$ cat config.mk
export PLATFORM = sky130hd
export DESIGN_NAME = mdu_seq
export DESIGN_NICKNAME = d
export VERILOG_FILES = /design/src/rtl/mdu_pkg.sv /design/src/rtl/mdu_step.sv /design/src/rtl/mdu_seq.sv
export SDC_FILE = /design/constraint.sdc
export NUM_CORES = 1
export LEC_CHECK = 0
export ABC_CLOCK_PERIOD_IN_PS = 2800
export BUFFER_PORTS_ARGS = -buffer_cell sky130_fd_sc_hd__buf_2
export CAP_MARGIN = 15
export CORE_MARGIN = 5
export CORE_UTILIZATION = 55
export CTS_CLUSTER_DIAMETER = 120
export DETAILED_ROUTE_END_ITERATION = 10
export HOLD_SLACK_MARGIN = 0.06
export PLACE_DENSITY = 0.78
export SYNTH_ARGS = -nofsm -noshare
export SYNTH_HDL_FRONTEND = slang
export SYNTH_SLANG_ARGS = --single-unit
$ cat constraint.sdc
create_clock -name clk -period 2.8 [get_ports clk]
set_input_delay 0.28 -clock clk [delete_from_list [all_inputs] [get_ports clk]]
set_output_delay 0.28 -clock clk [all_outputs]
set_load 0.01 [all_outputs]
$ cat src/rtl/mdu_pkg.sv
// Shared encodings and constants for the iterative multiply/divide unit.
package mdu_pkg;

  // Number of datapath iterations per operation (one per operand bit).
  localparam int MD_ITER = 32;

  // Operation encodings as presented on the op port.
  typedef enum logic [1:0] {
    MD_MULT  = 2'd0,
    MD_MULTU = 2'd1,
    MD_DIV   = 2'd2,
    MD_DIVU  = 2'd3
  } md_op_e;

  // Sequencer states.
  typedef enum logic [1:0] {
    S_IDLE = 2'd0,
    S_RUN  = 2'd1,
    S_FIX  = 2'd2
  } md_state_e;

endpackage

$ cat src/rtl/mdu_step.sv
// One iteration of the shared multiply/divide datapath.
// Multiply: accumulator = {partial product, remaining multiplier bits}.
// Divide:   accumulator = {partial remainder, dividend/quotient bits}.
module mdu_step
  import mdu_pkg::*;
#(
  parameter int WIDTH = 32
) (
  input  logic [2*WIDTH-1:0] acc,
  input  logic [WIDTH-1:0]   operand,
  input  logic               is_div,
  output logic [2*WIDTH-1:0] acc_next
);

  logic [WIDTH:0]   add_sum;
  logic [WIDTH:0]   rem_sh;
  logic [WIDTH-1:0] diff;
  logic             fits;

  // Add-shift for multiply, shift-subtract-restore for divide.
  always_comb begin
    // Carry out of the upper-half add becomes the new MSB after the shift.
    add_sum = {1'b0, acc[2*WIDTH-1:WIDTH]} + (acc[0] ? {1'b0, operand} : '0);
    // Remainder after the left shift can need one extra bit before the trial subtract.
    rem_sh  = acc[2*WIDTH-1:WIDTH-1];
    fits    = (rem_sh >= {1'b0, operand});
    // Only used when it fits, so the result is below the divisor and fits WIDTH bits.
    diff    = rem_sh[WIDTH-1:0] - operand;
    if (is_div) begin
      if (fits) begin
        acc_next = {diff, acc[WIDTH-2:0], 1'b1};
      end else begin
        acc_next = {rem_sh[WIDTH-1:0], acc[WIDTH-2:0], 1'b0};
      end
    end else begin
      acc_next = {add_sum, acc[WIDTH-1:1]};
    end
  end

endmodule

$ cat src/rtl/mdu_seq.sv
// Multiply/divide sequencer owning the HI/LO registers.
//
// Handshake: start is sampled only while idle (busy=0). The edge that accepts
// start raises busy for the next 33 cycles; HI/LO are written on the last of
// those edges and done is high for exactly the one cycle that follows, during
// which hi/lo already show the result. start, mthi and mtlo are ignored while
// busy; nothing is queued.
module mdu_seq
  import mdu_pkg::*;
#(
  parameter int WIDTH = 32
) (
  input  logic             clk,
  input  logic             rst_n,
  input  logic             start,
  input  logic [1:0]       op,
  input  logic [WIDTH-1:0] rs_val,
  input  logic [WIDTH-1:0] rt_val,
  input  logic             mthi,
  input  logic             mtlo,
  input  logic [WIDTH-1:0] wdata,
  output logic             busy,
  output logic             done,
  output logic [WIDTH-1:0] hi,
  output logic [WIDTH-1:0] lo
);

  localparam int CW = $clog2(MD_ITER);

  md_state_e          state;
  md_state_e          state_next;
  logic [CW-1:0]      cnt;
  logic [2*WIDTH-1:0] acc;
  logic [2*WIDTH-1:0] acc_next;
  logic [WIDTH-1:0]   operand;
  logic [WIDTH-1:0]   rs_raw;
  logic               is_div_q;
  logic               is_signed_q;
  logic               res_sign;
  logic               rem_sign;
  logic               div_zero;

  logic               op_div;
  logic               op_signed;
  logic [WIDTH-1:0]   rs_mag;
  logic [WIDTH-1:0]   rt_mag;

  logic [2*WIDTH-1:0] prod_fix;
  logic [WIDTH-1:0]   quo_fix;
  logic [WIDTH-1:0]   rem_fix;
  logic [2*WIDTH-1:0] result;

  // Decode the requested operation and form operand magnitudes for the start cycle.
  always_comb begin
    op_div    = (op == MD_DIV) || (op == MD_DIVU);
    op_signed = (op == MD_MULT) || (op == MD_DIV);
    rs_mag    = (op_signed && rs_val[WIDTH-1]) ? -rs_val : rs_val;
    rt_mag    = (op_signed && rt_val[WIDTH-1]) ? -rt_val : rt_val;
  end

  mdu_step #(
    .WIDTH(WIDTH)
  ) u_step (
    .acc     (acc),
    .operand (operand),
    .is_div  (is_div_q),
    .acc_next(acc_next)
  );

  // Sign correction and final HI/LO selection, consumed on the FIX edge.
  // The most-negative dividend over -1 needs nothing special: its magnitude
  // quotient 0x8000_0000 negates back to itself.
  always_comb begin
    prod_fix = (is_signed_q && res_sign) ? -acc : acc;
    quo_fix  = (is_signed_q && res_sign) ? -acc[WIDTH-1:0] : acc[WIDTH-1:0];
    rem_fix  = (is_signed_q && rem_sign) ? -acc[2*WIDTH-1:WIDTH] : acc[2*WIDTH-1:WIDTH];
    if (div_zero) begin
      result = {rs_raw, {WIDTH{1'b1}}};
    end else if (is_div_q) begin
      result = {rem_fix, quo_fix};
    end else begin
      result = prod_fix;
    end
  end

  // State register.
  always_ff @(posedge clk or negedge rst_n) begin
    if (!rst_n) begin
      state <= S_IDLE;
    end else begin
      state <= state_next;
    end
  end

  // Next-state and busy decode.
  always_comb begin
    state_next = state;
    busy       = 1'b0;
    case (state)
      S_IDLE: begin
        if (start) begin
          state_next = S_RUN;
        end
      end
      S_RUN: begin
        busy = 1'b1;
        if (cnt == CW'(MD_ITER - 1)) begin
          state_next = S_FIX;
        end
      end
      S_FIX: begin
        busy       = 1'b1;
        state_next = S_IDLE;
      end
      default: begin
        state_next = S_IDLE;
      end
    endcase
  end

  // Operand capture at start and one datapath iteration per RUN cycle.
  always_ff @(posedge clk or negedge rst_n) begin
    if (!rst_n) begin
      cnt         <= '0;
      acc         <= '0;
      operand     <= '0;
      rs_raw      <= '0;
      is_div_q    <= 1'b0;
      is_signed_q <= 1'b0;
      res_sign    <= 1'b0;
      rem_sign    <= 1'b0;
      div_zero    <= 1'b0;
    end else begin
      case (state)
        S_IDLE: begin
          if (start) begin
            is_div_q    <= op_div;
            is_signed_q <= op_signed;
            res_sign    <= rs_val[WIDTH-1] ^ rt_val[WIDTH-1];
            rem_sign    <= rs_val[WIDTH-1];
            div_zero    <= op_div && (rt_val == '0);
            rs_raw      <= rs_val;
            cnt         <= '0;
            acc         <= {{WIDTH{1'b0}}, (op_div ? rs_mag : rt_mag)};
            operand     <= op_div ? rt_mag : rs_mag;
          end
        end
        S_RUN: begin
          acc <= acc_next;
          cnt <= cnt + CW'(1);
        end
        default: begin
        end
      endcase
    end
  end

  // HI/LO registers: written by a finished operation or an idle MTHI/MTLO.
  always_ff @(posedge clk or negedge rst_n) begin
    if (!rst_n) begin
      hi   <= '0;
      lo   <= '0;
      done <= 1'b0;
    end else begin
      done <= 1'b0;
      if (state == S_FIX) begin
        hi   <= result[2*WIDTH-1:WIDTH];
        lo   <= result[WIDTH-1:0];
        done <= 1'b1;
      end else if ((state == S_IDLE) && !start) begin
        if (mthi) begin
          hi <= wdata;
        end
        if (mtlo) begin
          lo <= wdata;
        end
      end
    end
  end

endmodule
==> impl_results.md <==
- Status: finished, violations left
- Failing checks: negative setup slack
- Total number of vias: 17950
- Seq/Total Area, Yosys: 31.22%
- Initial antenna violation count: 2
- Clk slew on worst S/H paths: 0.06 ns
- Global Route Usage Sum: between 30% and 40%
- Crit path cell chain: inv_2 > ha_4 > inv_2 > fa_2 > a21o_1 > a221oi_2 > buf_4 > o21ai_4 > buf_12 > a31oi_4 > nor2_4 > a221oi_2 > buf_4 > mux2i_1 > o211ai_1 > o211ai_1
- Antenna Nets Post-Route: 0
- Final setup vio count: 45
- Worst Path Required: 3.24 ns
- Io pins: about 170
- Synth cell types: 81
- Arrival @ worst endpoint: 3.61 ns
- Starting Density: 55.46%
- Kind of critical path: register to register
- Crit-path slowest cell: dfrtp_1
- Synth Instances: 1975
- Routability cong.: 1.044
- Tmin final: 3.163 ns
- Final Instance Area: 0.02170 mm²
- Critical path's largest stage delay: 0.40 ns
- Slew HR: around a quarter
- Drt wl/cell: between 20 and 25 µm
- Input/output buffers: 168
- Syn Area/Cell: a little over 8 µm²
- Syn Std Cell Area: 0.01635 mm²
- Routed vias/inst: 6.402
- Residual DRC count: 0
- # diodes: 0
- Rows: 63
- Fin Clk Skew: about 0.015 ns
- Placed instance area: 0.01971 mm²
- Main synth FF type: dfrtp_1
- Detailed router's first-iteration violation count: 2240
- Post-synth EDFFs: 0
- Congestion Overflow GR: 0
- Worst slew pin tran: 1.125 ns
- Final max-slew violation count: 0
- Ys async rst share: 100.0%
- Largest net degree at the start of global routing: 106
- Synth-to-layout area growth: 32.70%
- Leak: 9.984 nW
- RSZ-0062 raised after global routing: yes
- Final Power: about 28 mW
- Die area: between 0.03 and 0.04 mm²
- Post-DP HPWL: about 49000 µm
- Setup ws final: -0.3633 ns
- Die W: 182.4 µm
- Worst IR drop on VDD: 786.2 µV
- Final Hold Viols: 0
- Clk root buf: clkbuf_16
- Worst hold margin: 0.05828 ns
- Num CTS Buffers: 24
- Die Y: 182.4 µm
- Synth Warn #: 0
- PD cells: 1308 mW/mm²
- CP max FO: 4
- Clk buf depth: 3
- DR pass1 iterations: 6
- First-pass GRT wire length: 97790 µm
- CTS tree: yes
- Fmax: 316.1 MHz
- H-tree depth: 1
- Sink Count: slightly above 200
- Fillers: 2240
- Max-cap violations: 0
- Syn Nets: 2153
- Hold Crit Class: input pin to register
- FF+latch count, synth: 204
- Post-route non-filler standard cell count: 2804
- Worst setup EP type: register
- Clk_lat worst skew: roughly 0.53 ns
- Inst Count DP: 2713
- Worst setup SP type: register
- Fin nets: 2575
- Vias in the first global route: 17010
- Core area: about 0.03 mm²
- Routed WL: 65120 µm
- Crit share post-route: 113.0%
- Layout cells sized above 1: 31.69%
cell families after synthesis:
group                      Yosys count  synth area share, %
AOI/OAI and AO/OA                  651                24.42
buffers and inverters              199                4.699
and+or+nand+nor                    547                16.22
muxes                              128                8.395
xor gates and xnor gates           171                9.206
DFF                                204                31.22
adders and majority gates           75                5.832
synthesized netlist by cell type (7+ instances only):
library cell / count / area (µm²)
a31oi_1: 18 / 112.6
dfrtp_1: 204 / 5105
mux2i_1: 55 / 550.5
a211oi_1: 55 / 412.9
o211ai_1: 19 / 142.6
and3_1: 35 / 219.0
nand3_1: 24 / 120.1
o221ai_1: 9 / 78.83
a21oi_1: 227 / 1136
xor2_1: 78 / 683.2
nor3_1: 47 / 235.2
ha_1: 73 / 913.4
buf_1: 10 / 37.54
o21bai_1: 8 / 60.06
o41ai_1: 7 / 61.31
nand4_1: 15 / 93.84
and2_1: 13 / 81.33
nor4_1: 14 / 87.58
a22oi_1: 19 / 142.6
a21o_1: 23 / 172.7
o22ai_1: 25 / 156.4
nand2b_1: 25 / 156.4
clkbuf_1: 104 / 390.4
o21ai_1: 7 / 35.03
nand2_1: 147 / 551.8
or4_1: 9 / 67.56
xnor2_1: 92 / 805.8
o31ai_1: 22 / 165.2
o21a_1: 8 / 60.06
or3_1: 10 / 62.56
nor2_1: 172 / 645.6
inv_1: 76 / 285.3
mux2_2: 73 / 822.0
nor2b_1: 11 / 68.82
o21ai_0: 150 / 750.7
final cells by class:
type / count / area (µm²) / share of cell area, %
tap: 390 / 488.0 / 2.249
inverter: 77 / 291.5 / 1.344
clock inverter: 8 / 90.09 / 0.4152
timing repair buffer: 517 / 3729 / 17.19
clock buffer: 35 / 683.2 / 3.149
sequential: 204 / 5107 / 23.54
multi-input combinational: 1573 / 11310 / 52.12
flip-flops by register name (all words and copies together), names as in the netlist, 2 cells and up:
name and count:
cnt 5, operand 32, rs_raw 32, lo 32, hi 32, state 2
acc 64
cell usage in the layout, fill, tap and decap left out, types with 53 or more instances in the layout:
master    Yosys  final
xor2_1       78     76
dfrtp_1     204    202
a21oi_1     227    215
mux2i_1      55     54
nand2_1     147    143
a211oi_1     55     53
mux2_2       73     72
buf_2         5    167
buf_4         2    306
ha_1         73     63
inv_1        76     70
o21ai_0     150    101
xnor2_1      92     77
nor2_1      172    168
path summary, 6_finish.rpt:
| kind | startpoint | to | slack (ns) | cells past startpoint |
|---|---|---|---|---|
| min in group asynchronous | rst_n | acc[62] | 0.35 | 2 |
| max reg2reg | acc[31] | acc[62] | -0.36 | 16 |
| min | wdata[27] | hi[27] | 0.06 | 3 |
| max in group asynchronous | rst_n | hi[12] | 1.65 | 3 |
| min reg2reg | operand[4] | operand[4] | 0.48 | 2 |
| max | acc[31] | acc[62] | -0.36 | 16 |
per-layer routing:
| metal | vias to the layer above | routed length [µm] | global-route usage, % | share of wire, % |
|---|---|---|---|---|
| met2 | 1118 | 28270 | 56.92 | 43 |
| met5 | - | 24 | 0 | 0.037 |
| met1 | 8582 | 26150 | 52.15 | 40 |
| li1 | 8050 | - | - | - |
| met4 | 4 | 3198 | 14.41 | 4.9 |
| met3 | 196 | 7467 | 7.554 | 11 |
power breakdown:
| part | switching [mW] | leakage, nW | internal (mW) |
|---|---|---|---|
| combinational | 10.7 | 7.10 | 9.12 |
| clock | 1.29 | 0.384 | 1.87 |
| sequential | 1.07 | 2.50 | 4.33 |
timing repair:
item / 4_1_cts / 5_1_grt
gates cloned: 2 / 0
buffers inserted: 46 / 17
endpoints found under the setup margin: 56 / 62
hold endpoints to repair: 62 / 0
pin swaps: 63 / 77
gates resized for setup: 117 / 92
hold buffers: 2 / 0
critical path, delay by kind of cell (launching register included):
family,cells,cell delay (ns)
compound gates,7,1.27
fa+ha+maj,2,0.51
buf+inv,5,0.65
mux,1,0.21
flops,1,0.40
simple gates,1,0.06
stage by stage:
stage          TNS [ns]  setup WS (ns)  util, %
2_1_floorplan  -0.03140       -0.02916        -
3_3_place_gp     -32.86         -1.040    66.86
3_5_place_dp     -36.67         -1.107    66.86
4_1_cts          -6.957        -0.3143    72.06
5_1_grt          -12.54        -0.4928    73.59
6_report         -8.950        -0.3633    73.59
Note: power is estimated with default switching activity, not from simulation.
